==> src/rtl/mips_mult_pkg.sv <==
// Shared constants for the sequential Booth multiplier: Booth step codes and FSM encodings.
package mips_mult_pkg;

  localparam int unsigned MULT_WIDTH = 16;

  // Booth step selector {Q[0], Q_1}
  localparam logic [1:0] BOOTH_NOP = 2'b00;
  localparam logic [1:0] BOOTH_ADD = 2'b01;
  localparam logic [1:0] BOOTH_SUB = 2'b10;

  // FSM encodings
  localparam logic [1:0] ST_IDLE = 2'b00;
  localparam logic [1:0] ST_RUN  = 2'b01;
  localparam logic [1:0] ST_DONE = 2'b10;

  // Maps the two multiplier bits under inspection onto a Booth step code
  function automatic logic [1:0] booth_sel(input logic q0, input logic q_1);
    booth_sel = {q0, q_1};
  endfunction

endpackage

==> src/rtl/booth_addsub.sv <==
// Combinational add / subtract / pass-through used by each Booth step.
module booth_addsub
  import mips_mult_pkg::*;
#(
  parameter int unsigned W = MULT_WIDTH + 1
) (
  input  logic [W-1:0] a,
  input  logic [W-1:0] b,
  input  logic [1:0]   op,
  output logic [W-1:0] sum_c
);

  // Select A+M, A-M or A according to the Booth code; 11 behaves as 00
  always_comb begin
    sum_c = a;
    case (op)
      BOOTH_ADD: sum_c = a + b;
      BOOTH_SUB: sum_c = a - b;
      default:   sum_c = a;
    endcase
  end

endmodule

==> src/rtl/booth_mult_seq.sv <==
// Sequential radix-2 Booth signed multiplier with start/done handshake and pipeline flush.
module booth_mult_seq
  import mips_mult_pkg::*;
#(
  parameter int unsigned WIDTH = MULT_WIDTH
) (
  input  logic               clk,
  input  logic               rst,
  input  logic               start,
  input  logic               flush,
  input  logic [WIDTH-1:0]   multiplicand,
  input  logic [WIDTH-1:0]   multiplier,
  output logic               busy,
  output logic               done,
  output logic [2*WIDTH-1:0] product
);

  localparam int unsigned AW    = WIDTH + 1;
  localparam int unsigned CNT_W = $clog2(WIDTH);
  localparam logic [CNT_W-1:0] LAST_STEP = CNT_W'(WIDTH - 1);

  logic [1:0]         state_q,   state_d;
  logic [AW-1:0]      a_q,       a_d;
  logic [WIDTH-1:0]   q_q,       q_d;
  logic               q1_q,      q1_d;
  logic [WIDTH-1:0]   m_q,       m_d;
  logic [CNT_W-1:0]   cnt_q,     cnt_d;
  logic               busy_q,    busy_d;
  logic               done_q,    done_d;
  logic [2*WIDTH-1:0] product_q, product_d;

  logic [1:0]         booth_op;
  logic [AW-1:0]      m_ext;
  logic [AW-1:0]      a_sum;
  logic [AW-1:0]      a_shift;
  logic [WIDTH-1:0]   q_shift;
  logic               q1_shift;

  assign booth_op = booth_sel(q_q[0], q1_q);
  assign m_ext    = {m_q[WIDTH-1], m_q};

  booth_addsub #(
    .W (AW)
  ) u_addsub (
    .a     (a_q),
    .b     (m_ext),
    .op    (booth_op),
    .sum_c (a_sum)
  );

  // Arithmetic right shift of {A', Q, Q_1}; sign comes from the updated accumulator
  always_comb begin
    a_shift  = {a_sum[AW-1], a_sum[AW-1:1]};
    q_shift  = {a_sum[0], q_q[WIDTH-1:1]};
    q1_shift = q_q[0];
  end

  // Next-state, datapath and registered-output logic
  always_comb begin
    state_d   = state_q;
    a_d       = a_q;
    q_d       = q_q;
    q1_d      = q1_q;
    m_d       = m_q;
    cnt_d     = cnt_q;
    done_d    = 1'b0;
    product_d = product_q;
    busy_d    = 1'b0;

    case (state_q)
      ST_IDLE: begin
        if (start) begin
          state_d = ST_RUN;
          a_d     = '0;
          q_d     = multiplier;
          q1_d    = 1'b0;
          m_d     = multiplicand;
          cnt_d   = '0;
        end
      end
      ST_RUN: begin
        a_d  = a_shift;
        q_d  = q_shift;
        q1_d = q1_shift;
        if (cnt_q == LAST_STEP) begin
          state_d   = ST_DONE;
          done_d    = 1'b1;
          product_d = {a_shift[WIDTH-1:0], q_shift};
        end else begin
          cnt_d = cnt_q + CNT_W'(1);
        end
      end
      ST_DONE: begin
        if (start) begin
          state_d = ST_RUN;
          a_d     = '0;
          q_d     = multiplier;
          q1_d    = 1'b0;
          m_d     = multiplicand;
          cnt_d   = '0;
        end else begin
          state_d = ST_IDLE;
        end
      end
      default: begin
        state_d = ST_IDLE;
      end
    endcase

    // Flush overrides everything, including a concurrent start; last product is kept
    if (flush) begin
      state_d   = ST_IDLE;
      done_d    = 1'b0;
      product_d = product_q;
    end

    busy_d = (state_d == ST_RUN);
  end

  // State and datapath registers with synchronous reset
  always_ff @(posedge clk) begin
    if (rst) begin
      state_q   <= ST_IDLE;
      a_q       <= '0;
      q_q       <= '0;
      q1_q      <= 1'b0;
      m_q       <= '0;
      cnt_q     <= '0;
      busy_q    <= 1'b0;
      done_q    <= 1'b0;
      product_q <= '0;
    end else begin
      state_q   <= state_d;
      a_q       <= a_d;
      q_q       <= q_d;
      q1_q      <= q1_d;
      m_q       <= m_d;
      cnt_q     <= cnt_d;
      busy_q    <= busy_d;
      done_q    <= done_d;
      product_q <= product_d;
    end
  end

  assign busy    = busy_q;
  assign done    = done_q;
  assign product = product_q;

endmodule

==> config.mk <==
export PLATFORM = sky130hd
export DESIGN_NAME = booth_mult_seq
export DESIGN_NICKNAME = d
export VERILOG_FILES = /design/src/rtl/mips_mult_pkg.sv /design/src/rtl/booth_addsub.sv /design/src/rtl/booth_mult_seq.sv
export SDC_FILE = /design/constraint.sdc
export NUM_CORES = 1
export LEC_CHECK = 0
export BUFFER_PORTS_ARGS = -buffer_cell sky130_fd_sc_hd__buf_4
export CORE_MARGIN = 5
export CORE_UTILIZATION = 42
export DETAILED_ROUTE_END_ITERATION = 16
export PLACE_DENSITY = 0.59
export SETUP_SLACK_MARGIN = 0.05
export SYNTH_ARGS = -nofsm -noshare
export SYNTH_HDL_FRONTEND = slang
export SYNTH_HIERARCHICAL = 1
export SYNTH_SLANG_ARGS = --single-unit
==> constraint.sdc <==
create_clock -name clk -period 5.5 [get_ports clk]
set_clock_uncertainty 0.2 [all_clocks]
set_input_delay 1.1 -clock clk [delete_from_list [all_inputs] [get_ports clk]]
set_output_delay 1.1 -clock clk [all_outputs]
set_load 0.1 [all_outputs]
==> impl_metrics.json <==
{
  "status": "complete, no violations",
  "io_pins": 70,
  "grt_pass1_vias": 4403,
  "cts.path.max_buffers": 2,
  "worstPathMaxFanout": 4,
  "post-place-ws_ns": 1.16,
  "vias": 4511,
  "post-dp-hpwl_mm": 8.84,
  "avgSynthCellArea_sq_um": 7.92,
  "core_sq_um": 11400,
  "slowest_delay_ns": 0.50,
  "multi_input_area_sq_um": 2810,
  "wirelength_mm": 12.8,
  "area.sequential_sq_um": 1780,
  "hold_buffers": 0,
  "clock_latency_ns": 0.34,
  "finalHoldViolations": 0,
  "utilization_pct": 50.0,
  "crit_chain": "inv_1 > ha_1 > or3b_2 > nor4_1 > a21oi_1 > xnor2_1 > ha_1 > a21oi_1 > o21ai_0 > a2111oi_0 > a211oi_1 > o21a_1 > o31ai_1 > nand3_1 > a21oi_1",
  "maxSlewViolCount": 0,
  "clkTransAtPathRegs_ns": 0.07,
  "htree_num_levels": 3,
  "synth_cell_types": 52,
  "placementRows": 39,
  "dieArea_sq_um": 13800,
  "worstSetupEndpointType": "flop",
  "initial_utilization_pct": 42.8,
  "cts.sinks": 89,
  "io_buffers": 69,
  "die_h_um": 118,
  "antenna_found_initial": 0,
  "synthFlopType": "dfxtp_1",
  "drv_cap": 0,
  "nets": 710,
  "drc": 0,
  "synthArstFlopShare_pct": 0,
  "ys_warn_count": 6,
  "path_buf_inv": 1,
  "first_iter_violations": 231,
  "grt_start_max_net_pins": 91,
  "hold_path_class": "flop to flop",
  "critical_path_class": "flop to flop",
  "cp_slowest_cell": "nor4_1",
  "mostFrequentLayoutCells": "89 x dfxtp_1, 87 x a21oi_1, 76 x buf_4, 72 x nand2_1, 54 x nand3_1",
  "first_pass_iters": 4,
  "grt_pass1_wl_mm": 21.7,
  "synth_top_area_cell": "dfxtp_1",
  "netlist_area_sq_um": 4870,
  "worst_ep_arrival_time_ns": 4.42,
  "finalCritPeriodShare_pct": 79.1,
  "p_total_mw": 1.62,
  "syn_inst": 615,
  "viasPerCell": 5.62,
  "critPathRequiredTime_ns": 5.57,
  "worst_slack_ns": 1.15,
  "antenna_cells": 0,
  "grt_util_all_layers_pct": 18.5,
  "setup_viol": 0,
  "avgRoutedWirePerCell_um": 16.0,
  "synth_nets": 671,
  "cts_root_buffer": "clkbuf_16",
  "dieWidth_um": 118,
  "power_density_nw_per_um2": 285,
  "yosysTopAreaCellShare_pct": 36.6,
  "area_growth_pct": 16.7,
  "synth-edff-count": 0,
  "worst_pin_slew_ns": 1.20,
  "fmaxAchievable_mhz": 230,
  "crit_top_cell": "a21oi_1",
  "drive_above_1_share_pct": 15.8,
  "ys_seq_area_share_pct": 36.6,
  "rsz0062_at_grt": "false",
  "period_needed_ns": 4.35,
  "cts_made_buffers": 9,
  "leakage_nw": 2.08,
  "post-cts-setup-buffers": 0,
  "path_delay_family": "compound AO/OA/AOI/OAI gates",
  "final_common_cell": "dfxtp_1",
  "dpl_cell_area_sq_um": 5390,
  "n_fill_cell": 1163,
  "vdd_drop_max_uv": 161,
  "synth-seq-cells": 89,
  "place.gp.congestion": 0.866,
  "grt-ovfl-total": 0,
  "cp-start-kind": "flop",
  "netlist_top_cells_area": "dfxtp_1 37%, a21oi_1 8.9%, nand2_1 5.5%, nand3_1 5.5%, ha_1 4.9%",
  "fin_area_sq_um": 5680,
  "relSlewSlack_pct": 19.8,
  "post_cts_resized": 0,
  "setup_tns_ns": 0,
  "cts_tree": "built",
  "ant_nets": 0
}
==> synthesized netlist by cell type, types with 4 or more instances <==
| library cell | number |
|---|---|
| xnor2_1 | 19 |
| dfxtp_1 | 89 |
| nor2_1 | 19 |
| buf_6 | 4 |
| o21a_1 | 5 |
| nor3b_1 | 4 |
| a211oi_1 | 20 |
| o21ai_1 | 28 |
| o21ai_0 | 23 |
| ha_1 | 19 |
| o31ai_1 | 6 |
| inv_1 | 14 |
| a21oi_1 | 87 |
| buf_2 | 18 |
| nand4_1 | 4 |
| nor3_1 | 34 |
| nand3_1 | 54 |
| clkbuf_1 | 22 |
| nand2_1 | 72 |
| mux2i_1 | 20 |
| o21bai_1 | 4 |
==> routing by layer <==
metal / track usage, % / up-vias / share of wire [%]
met5: 0 / - / 0
met4: 6.59 / 0 / 1.8
met3: 3.75 / 19 / 4.8
met2: 28.7 / 99 / 45
met1: 25.5 / 2103 / 49
li1: - / 2290 / -
==> cells by family after synthesis <==
family,count (synthesis),synth area share (%)
AND/OR/NAND/NOR,208,20.7
AO/OA/AOI/OAI,192,22.9
flip-flops,89,36.6
buffers and inverters,62,5.94
multiplexers,23,4.80
XOR/XNOR,21,3.78
adder cells (fa/ha/maj),20,5.29
==> final timing paths <==
check	startpoint	end	slack, ns	cells after the start
max	m_q[0]	product[28]	1.15	15
min	q1_q	q1_q	0.27	2
max reg2reg	m_q[0]	product[28]	1.15	15
min reg2reg	q1_q	q1_q	0.27	2
==> report_power, final <==
part | total, mW | internal, mW | switching [mW]
combinational | 0.327 | 0.135 | 0.191
sequential | 0.690 | 0.666 | 0.0240
clock | 0.602 | 0.325 | 0.277
==> worst register-to-register path, delay by kind of cell, from the launching register on <==
family	cells	cell delay (ns)
AOI/OAI and AO/OA	8	1.91
and+or+nand+nor	3	1.10
adders and majority gates	2	0.50
DFF	1	0.33
xor gates and xnor gates	1	0.17
buffers and inverters	1	0.06
==> metrics by stage <==
step | instances | hold WS [ns]
floorplan | 615 | 0.248
finish | 802 | 0.274
global placement | 786 | 0.255
CTS | 802 | 0.275
global route | 802 | 0.297
detailed placement | 786 | 0.266
==> registers in the layout (all words and copies together), names as in the netlist <==
register,count
product,32
a_q,16
state_q,2
cnt_q,4
busy,1
q_q,16
m_q,16
q1_q,1
done,1
==> cell type report <==
class / count / share of cell area [%]
Timing Repair Buffer: 76 / 10.0
Clock buffer: 10 / 4.21
Clock inverter: 6 / 0.881
Tap cell: 143 / 3.15
Multi-Input combinational cell: 464 / 49.4
Inverter: 14 / 0.925
Sequential cell: 89 / 31.4
No activity file was read; power rests on OpenSTA's default activity.
